<file path="config.mk">
export PLATFORM = sky130hd
export DESIGN_NAME = pe_packetizer
export DESIGN_NICKNAME = d
export VERILOG_FILES = /design/src/rtl/pe_packetizer.sv
export SDC_FILE = /design/constraint.sdc
export NUM_CORES = 1
export LEC_CHECK = 0
export CORE_AREA = 2 2 39 41
export CTS_CLUSTER_SIZE = 24
export DETAILED_ROUTE_END_ITERATION = 8
export DIE_AREA = 0 0 41 43
export PLACE_DENSITY = 0.63
export SETUP_SLACK_MARGIN = 0.3
export SLEW_MARGIN = 20
export SYNTH_ARGS = -nofsm -noshare
export SYNTH_HDL_FRONTEND = slang
export SYNTH_SLANG_ARGS = --single-unit
</file>
<file path="constraint.sdc">
create_clock -name clk -period 3.38 [get_ports clk]
set_input_delay 1.014 -clock clk [delete_from_list [all_inputs] [get_ports clk]]
set_output_delay 1.014 -clock clk [all_outputs]
set_load 0.02 [all_outputs]
</file>
<file path="src/rtl/pe_packetizer.sv">
// -----------------------------------------------------------------------------
// pe_packetizer
//
// Purpose:
//   Sits between a PE and the bus interface stage. Accepts one wide PE word on
//   a valid/ready handshake and splits it into NUM_FLITS payload slices. Each
//   slice goes out as a bus packet {valid, dest addr, payload} on pkt_o,
//   least-significant slice first. The interface's resend (FIFO full) is
//   treated as backpressure: while it is high no flit is presented (pkt_o is
//   all zeros) and the current flit is held, so nothing is written into a full
//   FIFO and lost.
//
// Ports:
//   clk        in   1            clock
//   rst_n      in   1            asynchronous active-low reset
//   in_data    in   DATA_W       PE word
//   in_dest    in   clog2(leaves) destination leaf address for in_data
//   in_valid   in   1            PE word valid
//   in_ready   out  1            packetizer can accept a word
//   pkt_o      out  p_sz         {valid, addr, payload} to interface pe_interface
//   resend     in   1            interface FIFO full, hold the current flit
//   busy       out  1            word held, flits outstanding
//   stall_cnt  out  16           (PKTZ_STALL_CNT_EN only) saturating count of
//                                cycles spent in SEND with resend high
//
// Optional feature macro: PKTZ_STALL_CNT_EN
// -----------------------------------------------------------------------------
module pe_packetizer #(
    parameter int num_leaves = 2,
    parameter int payload_sz = 1,
    parameter int NUM_FLITS  = 4,
    parameter int DATA_W     = payload_sz * NUM_FLITS,
    parameter int p_sz       = 1 + $clog2(num_leaves) + payload_sz
) (
    input  logic                          clk,
    input  logic                          rst_n,
    input  logic [DATA_W-1:0]             in_data,
    input  logic [$clog2(num_leaves)-1:0] in_dest,
    input  logic                          in_valid,
    output logic                          in_ready,
    output logic [p_sz-1:0]               pkt_o,
    input  logic                          resend,
    output logic                          busy
`ifdef PKTZ_STALL_CNT_EN
    ,
    output logic [15:0]                   stall_cnt
`endif
);

    localparam int ADDR_W = $clog2(num_leaves);
    localparam int IDX_W  = (NUM_FLITS > 1) ? $clog2(NUM_FLITS) : 1;

    typedef enum logic {
        IDLE = 1'b0,
        SEND = 1'b1
    } state_t;

    state_t                  state_r;
    logic [DATA_W-1:0]       word_r;
    logic [ADDR_W-1:0]       dest_r;
    logic [IDX_W-1:0]        flit_idx_r;
    logic                    in_ready_r;
    logic                    busy_r;
    logic [payload_sz-1:0]   slice_s;
    logic                    last_flit_s;

    assign last_flit_s = (flit_idx_r == IDX_W'(NUM_FLITS - 1));
    assign in_ready    = in_ready_r;
    assign busy        = busy_r;

    // Control FSM: word capture, flit stepping under backpressure, registered ready/busy.
    always_ff @(posedge clk or negedge rst_n) begin
        if (!rst_n) begin
            state_r    <= IDLE;
            word_r     <= '0;
            dest_r     <= '0;
            flit_idx_r <= '0;
            in_ready_r <= 1'b0;
            busy_r     <= 1'b0;
        end else begin
            case (state_r)
                IDLE: begin
                    // in_ready_r gates the accept so the first edge after
                    // reset release (where in_ready is still low) takes nothing.
                    if (in_valid && in_ready_r) begin
                        word_r     <= in_data;
                        dest_r     <= in_dest;
                        flit_idx_r <= '0;
                        state_r    <= SEND;
                        in_ready_r <= 1'b0;
                        busy_r     <= 1'b1;
                    end else begin
                        in_ready_r <= 1'b1;
                        busy_r     <= 1'b0;
                    end
                end
                SEND: begin
                    if (!resend) begin
                        if (last_flit_s) begin
                            flit_idx_r <= '0;
                            state_r    <= IDLE;
                            in_ready_r <= 1'b1;
                            busy_r     <= 1'b0;
                        end else begin
                            flit_idx_r <= flit_idx_r + IDX_W'(1);
                        end
                    end else begin
                        // FIFO full: hold the current flit
                        flit_idx_r <= flit_idx_r;
                    end
                end
                default: begin
                    state_r    <= IDLE;
                    flit_idx_r <= '0;
                    in_ready_r <= 1'b1;
                    busy_r     <= 1'b0;
                end
            endcase
        end
    end

    // Payload slice select: AND-OR mux over the flit slices of the held word.
    always_comb begin
        slice_s = '0;
        for (int i = 0; i < NUM_FLITS; i++) begin
            slice_s = slice_s |
                      (word_r[i*payload_sz +: payload_sz] &
                       {payload_sz{(32'(flit_idx_r) == i)}});
        end
    end

    // Packet output: combinational so resend blanks the flit within the same cycle.
    always_comb begin
        if ((state_r == SEND) && !resend) begin
            pkt_o = {1'b1, dest_r, slice_s};
        end else begin
            pkt_o = '0;
        end
    end

`ifdef PKTZ_STALL_CNT_EN
    logic [15:0] stall_cnt_r;

    assign stall_cnt = stall_cnt_r;

    // Stall counter: cycles held in SEND by resend, saturating at all ones.
    always_ff @(posedge clk or negedge rst_n) begin
        if (!rst_n) begin
            stall_cnt_r <= 16'd0;
        end else if ((state_r == SEND) && resend && (stall_cnt_r != 16'hFFFF)) begin
            stall_cnt_r <= stall_cnt_r + 16'd1;
        end else begin
            stall_cnt_r <= stall_cnt_r;
        end
    end
`endif

endmodule

</file>
# After elaboration in Yosys (flattened, before gate mapping)
# Index checks and enable logic that the tools add are counted.
[totals] inputBits=9 reg_bits=10 output_inout_bits=5 word_cells=44
[op_classes] n_eq_ne=6 bitwise=8 n_addsub=1 mux=16 reduce_logical=7
[op_table] cell="$mux 1" count=8
[op_table] cell="$mux 2" count=3
[op_table] cell="$pmux 1 s2" count=3
[op_table] cell="$reduce_and 2->1" count=3
[op_table] cell="$and 1x1->1" count=4
[op_table] cell="$eq 2x2->1 const B" count=2
[op_table] cell="$ne 2x2->1 const B" count=2
[op_table] cell="$pmux 2 s2" count=1
[op_table] cell="$mux 3" count=1
[op_table] cell="$or 1x1->1" count=3
[op_table] cell="$add 2x1->2 const B" count=1
[op_table] cell="$eq 2x1->1 const B" count=1
[op_table] cell="$logic_and 1x1->1" count=2
[op_table] cell="$logic_not 2->1" count=1
[op_table] cell="$ne 2x1->1 const B" count=1
[op_table] cell="$logic_not 1->1" count=1
[op_table] cell="$not 1->1" count=1

# Longest topological paths before layout
# Gate-level depths: netlist of run 1.
[depth] ltp_word=6 ltp_mapped=4 depth_no_buf=4

# Least setup slack after synthesis of run 1
# OpenSTA, ideal clock, no wires.
[synth_path] path_kind="input to output" startpoint="in resend" endpoint="out pkt_o[0]" n_path_buf=0 t_arrival_ps=1912 cell_stages=2 required_ps=2366 path_slack_ps=454 path_cell_list="and2b_1 a21boi_0"
[synth_via] elab_chain_cells=3
[synth_rtl] item="start: declaration" line_no="42" source="input logic resend,"
[synth_rtl] item="$logic_not 1->1" line_no="134" source="if ((state_r == SEND) && !resend) begin"
[synth_rtl] item="$logic_and 1x1->1" line_no="134"
[synth_rtl] item="$mux 3" line_no="134"
[synth_rtl] item="end: declaration" line_no="41" source="output logic [p_sz-1:0] pkt_o,"
# No other way between the ends.

# Worst setup path after layout of run 1
# Ends and elaborated chain as after synthesis.

==> results.md, run 1 <==
* Synth warn at 0
* Buffers on Ports at 13
* Number of CTS-inserted buffers at 3
* Cell variety after synth at 16
* H-tree depth at 1
* Pre-antenna DRT Iters at 4
* Seq cells post-synth at 10
* FP Rows at 14
* Chip height at 43 microns
* DRT iter0 DRCs at 2
* Fmax at 0.330 GHz
* Sequential share of power at 38.8%
* Comb pwr share at 42.1%
* Reg-to-reg critical path endpoint: word_r[2]$_DFFE_PN0P_
* Worst clock skew at 0.00320 ns
* Top post-synthesis cells by count: dfrtp_1 (10), mux2_4 (5), ha_1 (4), inv_1 (4), o31ai_1 (3)
* Final Critical Period at 3.03 ns
* EDFF count, synth at 0
* Final period util at 89.6%
* Detailed-route DRC error count at 0
* Worst vdd ir at 395 uV
* Status: complete, no violations
* Clock transition at path regs at 0.07 ns
* Placed Cells at 69
* Worst-Margin Slew at 0.444 ns
* DR vias/cell at 4.82
* Setup CP Type: in -> out
* Worst hold slack at 0.508 ns
* Clock Sinks at 10
* Critical-path cell list: clkdlybuf4s50_1, and2b_1, a21boi_1, buf_2
* Synth Net Count at 52
* Final hold violation count at 0
* Die area at 1760 sq um
* Dpl hpwl at 685 microns
* Die X at 41 microns
* Worst Path Arrival at 2.01 ns
* Async SR Flop Fraction at 100%
* Worst-Skew Late Latency at 0.27 ns
* Final instance area at 689 sq um
* ANT cells at 0
* R2R setup slack at 2.01 ns
* Final setup vio count at 0
* Switching part of the total at 33.2%
* Prevailing post-synth register cell: dfrtp_1
* Crit-path max FO at 3
* Hold Crit Class: reg -> reg
* # nets final at 71
* FF-to-FF path depth at 2
* NetSw at 188 uW
* Placed Instance Area at 668 sq um
* Clk buf depth at 2
* Synth Instances at 39
* RSZ-0062 raised after global routing: no
* Area contributors post-synth: dfrtp_1 (49%), mux2_4 (15%), ha_1 (9.7%), o31ai_1 (4.4%), a22oi_1 (2.9%)
* Core area at 1380 sq um
* DRT antenna net count at 0
* First-pass GRT wire length at 1.53 mm
* Max-cap violations at 0
* WHS Endpoint: dest_r$_DFFE_PN0P_
* Largest net degree at the start of global routing at 11
* Internal power at 377 uW
* Hold Path Origin: dest_r$_DFFE_PN0P_
* Root Buffer: clkbuf_4
* Worst setup SP type: input port
* Req. time, crit path at 2.37 ns
* Post-synthesis sequential area ratio at 48.7%
* Area grow syn2layout at 34.1%
* Vias in the first global route at 344
* Reg2reg start: state_r$_DFF_PN0_
* Critical path's slowest cell: clkdlybuf4s50_1
* Depth of the worst hold-timing path at 1
* Fill cells at 124
* Initial core utilization at 37.2%
* Final Non-Filler Cells at 73
* CP peak stage delay at 0.41 ns
* Routed WL at 904 microns
* Setup Buffers After CTS at 0
* Syn Area/Cell at 13.2 sq um
* Clk network pwr share at 19.0%
* Ratio of cells with drive above 1 in the final layout at 24.6%
* GRT Residual Overflow at 0
* Avg WL per Cell at 12.4 microns
* Max-slew violation count at 0
* GPL Wtd Cong at 0.714
* Top-count cell post-synth: dfrtp_1
* Synthesized area at 514 sq um
* IO Count at 14
* Power Density at 819 nW/um^2
* Total GRT Usage at 13.9%
* Post-synth top area cell: dfrtp_1
* Leak at 0.326 nW
* Initial antenna violation count at 0
* CTS tree: yes
* Rel. slew slack at 70.3%
* Vias at 352
* Top-area cell type share of the netlist area at 48.7%
* Critical path capture point type: output port
-- layout make-up --
type	instances	area (sq um)	area share, %
inverters	4	15.0	2.18
flip-flops and latches	10	250	36.3
well taps	16	20.0	2.90
repair buffers	15	130	18.9
multi-input cells	24	238	34.5
clock buffers	4	36.3	5.26
-- sequential cells by signal, summed over array words and instances (netlist names) --
register    count
busy            1
dest_r          1
flit_idx_r      2
in_ready        1
state_r         1
word_r          4
-- metrics by stage --
stage | setup TNS (ns) | power (mW) | utilization [%] | worst slack (ns)
6_report | 0 | 0.565 | 49.8 | 0.353
5_1_grt | 0 | 0.608 | 49.8 | 0.317
4_1_cts | 0 | 0.574 | 49.8 | 0.311
3_5_place_dp | -0.237 | 0.473 | 48.3 | -0.137
3_3_place_gp | -0.161 | 0.473 | 48.3 | -0.0971
2_1_floorplan | 0 | 0.386 | - | 0.454
-- how the worst max path moves through the flow --
stage / end / slack (ns) / start
global route: pkt_o[0] / 0.32 / resend
finish: pkt_o[0] / 0.35 / resend
global placement: pkt_o[0] / -0.1 / resend
detailed placement: pkt_o[0] / -0.14 / resend
CTS: pkt_o[0] / 0.31 / resend
floorplan: pkt_o[0] / 0.45 / resend
-- power groups by stage --
stage          clock (mW)  sequential [mW]  combinational, mW
2_1_floorplan           0            0.222              0.164
3_3_place_gp            0            0.222              0.251
3_5_place_dp            0            0.223              0.250
4_1_cts             0.112            0.221              0.241
5_1_grt             0.117            0.230              0.261
6_report            0.108            0.219              0.238
-- logic make-up (layout without fill, tap and decap cells) --
family / count (synthesis) / in the layout / synth area share, %
AOI/OAI and AO/OA: 8 / 8 / 11.4
adders and majority gates: 4 / 4 / 9.73
buffers and inverters: 5 / 23 / 5.11
DFF: 10 / 10 / 48.7
muxes: 5 / 5 / 14.6
and+or+nand+nor: 7 / 7 / 10.5
-- per-layer routing --
metal / wire [microns] / vias up / share of wire (%) / track usage, %
met5: 0 / - / 0 / 0
met4: 19 / 0 / 2.1 / 8.00
met3: 69 / 5 / 7.6 / 7.85
met2: 403 / 10 / 45 / 18.4
met1: 411 / 163 / 45 / 16.9
li1: - / 174 / - / -
-- critical path: cells and delay by family --
| kind | cells | cell delay [ns] |
|---|---|---|
| buf+inv | 2 | 0.59 |
| compound gates | 1 | 0.17 |
| simple gates | 1 | 0.24 |
-- what timing repair did --
| item | in CTS | in global routing |
|---|---|---|
| resized for setup | 13 | 1 |
| setup endpoints to repair | 3 | 1 |
| cloned | 0 | 0 |
| hold buffers | 0 | 0 |
-- cell usage in the layout (no fill, tap or decap), types with 2 or more instances in the layout --
cell type,netlist,layout
mux2_4,5,5
clkdlybuf4s50_1,0,10
buf_4,0,2
buf_2,0,3
inv_1,4,4
o31ai_1,3,3
ha_1,4,4
clkbuf_4,0,3
a22oi_1,2,2
nand3b_1,2,2
dfrtp_1,10,10
Note: power is estimated with default switching activity, not from simulation.
==> inputs of run 2 (changes only) <==
CELL_PAD_IN_SITES_DETAIL_PLACEMENT = 0   (was default)
CELL_PAD_IN_SITES_GLOBAL_PLACEMENT = 2   (was default)
CORE_AREA = default   (was 2 2 39 41)
CORE_MARGIN = 2   (was default)
CORE_UTILIZATION = 31   (was default)
DIE_AREA = default   (was 0 0 41 43)
PLACE_DENSITY = 0.75   (was 0.63)
==> run 2 against run 1 <==
  * Clock skew rose by 0.0044 ns
  * Critical path depth did not move
  * Final cell count fell by 1.4%
  * Design area fell by 1.8%
  * Clock-buffer cell count decreased by 1
  * Critical endpoint is now pkt_o[1]
  * Flip-flop and latch count is the same
  * Critical path type unchanged
  * Clock power is 26% lower
  * Utilization shrank 5.4 points
  * Sequential power about the same
  * Largest power group unchanged
==> results.md, run 2 (synthesized netlist as in run 1, its figures left out) <==
* Pre-antenna DRT Iters at 4 (unchanged)
* Vias in the first global route at 398 (+16%)
* RSZ-0062 raised after global routing: no
* GRT Residual Overflow at 0 (unchanged)
* Final Critical Period at 3.04 ns (+0.00962 ns)
* CTS tree: yes
* Worst Path Arrival at 2.02 ns (about the same)
* Core area at 1520 sq um (+10%)
* Leak at 0.318 nW (-2.4%)
* # nets final at 71 (unchanged)
* Critical path's slowest cell: clkdlybuf4s50_1
* Critical-path cell list: clkdlybuf4s50_1, and2b_2, and2_1, buf_2
* NetSw at 187 uW (-0.15%)
* Initial antenna violation count at 0 (unchanged)
* Worst setup path endpoint: pkt_o[1]
* Clock transition at path regs at 0.07 ns (about the same)
* H-tree depth at 1 (unchanged)
* Power Density at 799 nW/um^2 (-2.5%)
* Worst hold slack at 0.515 ns (+0.00709 ns)
* Max-cap violations at 0 (unchanged)
* Dpl hpwl at 748 microns (+9.2%)
* Largest net degree at the start of global routing at 11 (unchanged)
* Buffers on Ports at 13 (unchanged)
* Worst-Margin Slew at 0.462 ns (+0.0183 ns)
* Min setup slack post-route at 0.343 ns (-0.00962 ns)
* Commonest cells after routing, fill and taps aside: dfrtp_1 (10), clkdlybuf4s50_1 (10), mux2_4 (5)
* Worst clock skew at 0.00760 ns (+0.00441 ns)
* Req. time, crit path at 2.37 ns (about the same)
* Final period util at 89.8% (+0.28 points)
* Hold Crit Class: reg -> reg
* R2R setup slack at 2.01 ns (about the same)
* Crit-path max FO at 3 (unchanged)
* Reg with most FFs: word_r
* Setup CP Type: in -> out
* FP Rows at 14 (unchanged)
* First-pass GRT wire length at 1.74 mm (+14%)
* DRT antenna net count at 0 (unchanged)
* Internal power at 354 uW (-6.3%)
* Footprint of the multi-input gates at 239 sq um (+0.53%)
* Placed Cells at 69 (unchanged)
* Setup Buffers After CTS at 0 (unchanged)
* Final hold violation count at 0 (unchanged)
* Clk buf depth at 2 (unchanged)
* Chip height at 44.7 microns (+4.0%)
* Clk network pwr share at 14.8% (-4.2 points)
* Reg2reg start: state_r$_DFF_PN0_
* Die X at 44.7 microns (+9.1%)
* Sequential share of power at 40.8% (+2.0 points)
* Hold Buf Count CTS at 0 (unchanged)
* Ratio of cells with drive above 1 in the final layout at 25.0% (+0.44 points)
* DRT iter0 DRCs at 4 (+2)
* Final setup vio count at 0 (unchanged)
* Worst-Skew Late Latency at 0.26 ns (about the same)
* Total GRT Usage at 12.2% (-1.7 points)
* Number of CTS-inserted buffers at 3 (unchanged)
* Root Buffer: clkbuf_4
* Sequential cell area at 250 sq um (unchanged)
* IO Count at 14 (unchanged)
* Worst setup SP type: input port
* Vias at 358 (+1.7%)
* Initial core utilization at 33.7% (-3.4 points)
* Die area at 2000 sq um (+13%)
* Fill cells at 154 (+24%)
* Worst vdd ir at 337 uV (-15%)
* Status: complete, no violations
* ANT cells at 0 (unchanged)
* Fmax at 0.329 GHz (-0.32%)
* Crit path launch: resend
* Reg-to-reg critical path endpoint: word_r[2]$_DFFE_PN0P_
* Clock Sinks at 10 (unchanged)
* DR vias/cell at 4.97 (+3.1%)
* Max-slew violation count at 0 (unchanged)
* GPL Wtd Cong at 0.638 (-11%)
* Largest register FFs at 4 (unchanged)
* Area grow syn2layout at 31.6%
* Detailed-route DRC error count at 0 (unchanged)
* FF-to-FF path depth at 2 (unchanged)
* Largest regs: word_r: 4 flops, flit_idx_r: 2 flops
* Critical path capture point type: output port
* Comb pwr share at 44.4% (+2.3 points)
* Pre-CTS setup slack at -0.112 ns (+0.0248 ns)
* Final Non-Filler Cells at 72 (-1.4%)
* Routed WL at 978 microns (+8.2%)
* Switching part of the total at 34.6% (+1.4 points)
* Avg WL per Cell at 13.6 microns (+9.7%)
* Rel. slew slack at 69.1% (-1.2 points)
* CP peak stage delay at 0.47 ns (+0.06 ns)
-- run 2: cell count changes in the layout (fill, tap and decap cells not counted) --
cell      previous run  this run
a21boi_0             0         1
and2b_1              1         0
and2b_2              0         1
clkbuf_8             1         0
a21boi_1             1         0
-- run 2: metal layers --
metal	vias to the layer above	GRT usage (%)	share of wire, %
met5	-	0	0
met2	6	19.4	52
met3	2	2.40	3.6
met1	178	15.2	43
met4	0	7.27	0.72
li1	172	-	-
-- run 2: metrics by stage --
step | instance area, sq um | setup TNS (ns) | power, mW | utilization [%]
2_1_floorplan | 514 | 0 | 0.386 | -
3_3_place_gp | 668 | -0.159 | 0.467 | 43.8
3_5_place_dp | 668 | -0.173 | 0.477 | 43.8
4_1_cts | 676 | 0 | 0.550 | 44.3
5_1_grt | 677 | 0 | 0.587 | 44.4
6_report | 677 | 0 | 0.541 | 44.4
-- run 2: worst min-delay path by stage --
stage | startpoint | to | slack, ns | cells past startpoint
after global routing | dest_r$_DFFE_PN0P_ | dest_r$_DFFE_PN0P_ | 0.52 | 1
after floorplan | dest_r$_DFFE_PN0P_ | dest_r$_DFFE_PN0P_ | 0.47 | 1
after detailed placement | dest_r$_DFFE_PN0P_ | dest_r$_DFFE_PN0P_ | 0.50 | 1
after global placement | dest_r$_DFFE_PN0P_ | dest_r$_DFFE_PN0P_ | 0.50 | 1
after CTS | dest_r$_DFFE_PN0P_ | dest_r$_DFFE_PN0P_ | 0.52 | 1
final | dest_r$_DFFE_PN0P_ | dest_r$_DFFE_PN0P_ | 0.51 | 1
-- run 2: worst max-delay path, delay by kind of cell --
family	cells	cell delay (ns)
buffers and inverters	2	0.62
AND/OR/NAND/NOR	2	0.38
-- run 2: power groups by stage --
stage / logic, mW / registers [mW] / clock network, mW
2_1_floorplan: 0.164 / 0.222 / 0
3_3_place_gp: 0.248 / 0.219 / 0
3_5_place_dp: 0.254 / 0.223 / 0
4_1_cts: 0.245 / 0.221 / 0.0836
5_1_grt: 0.265 / 0.232 / 0.0898
6_report: 0.240 / 0.221 / 0.0802
-- run 2: area by class of cell --
class                   count  share of cell area [%]
flip-flops and latches     10                    37.0
multi-input cells          24                    35.3
repair buffers             15                    19.2
clock buffers               3                    3.33
well taps                  16                    2.96
inverters                   4                    2.22
-- run 2: repair_timing --
item                                    CTS  global route
pin swaps                                 0             0
gates resized for setup                  13             1
endpoints found under the setup margin    3             1
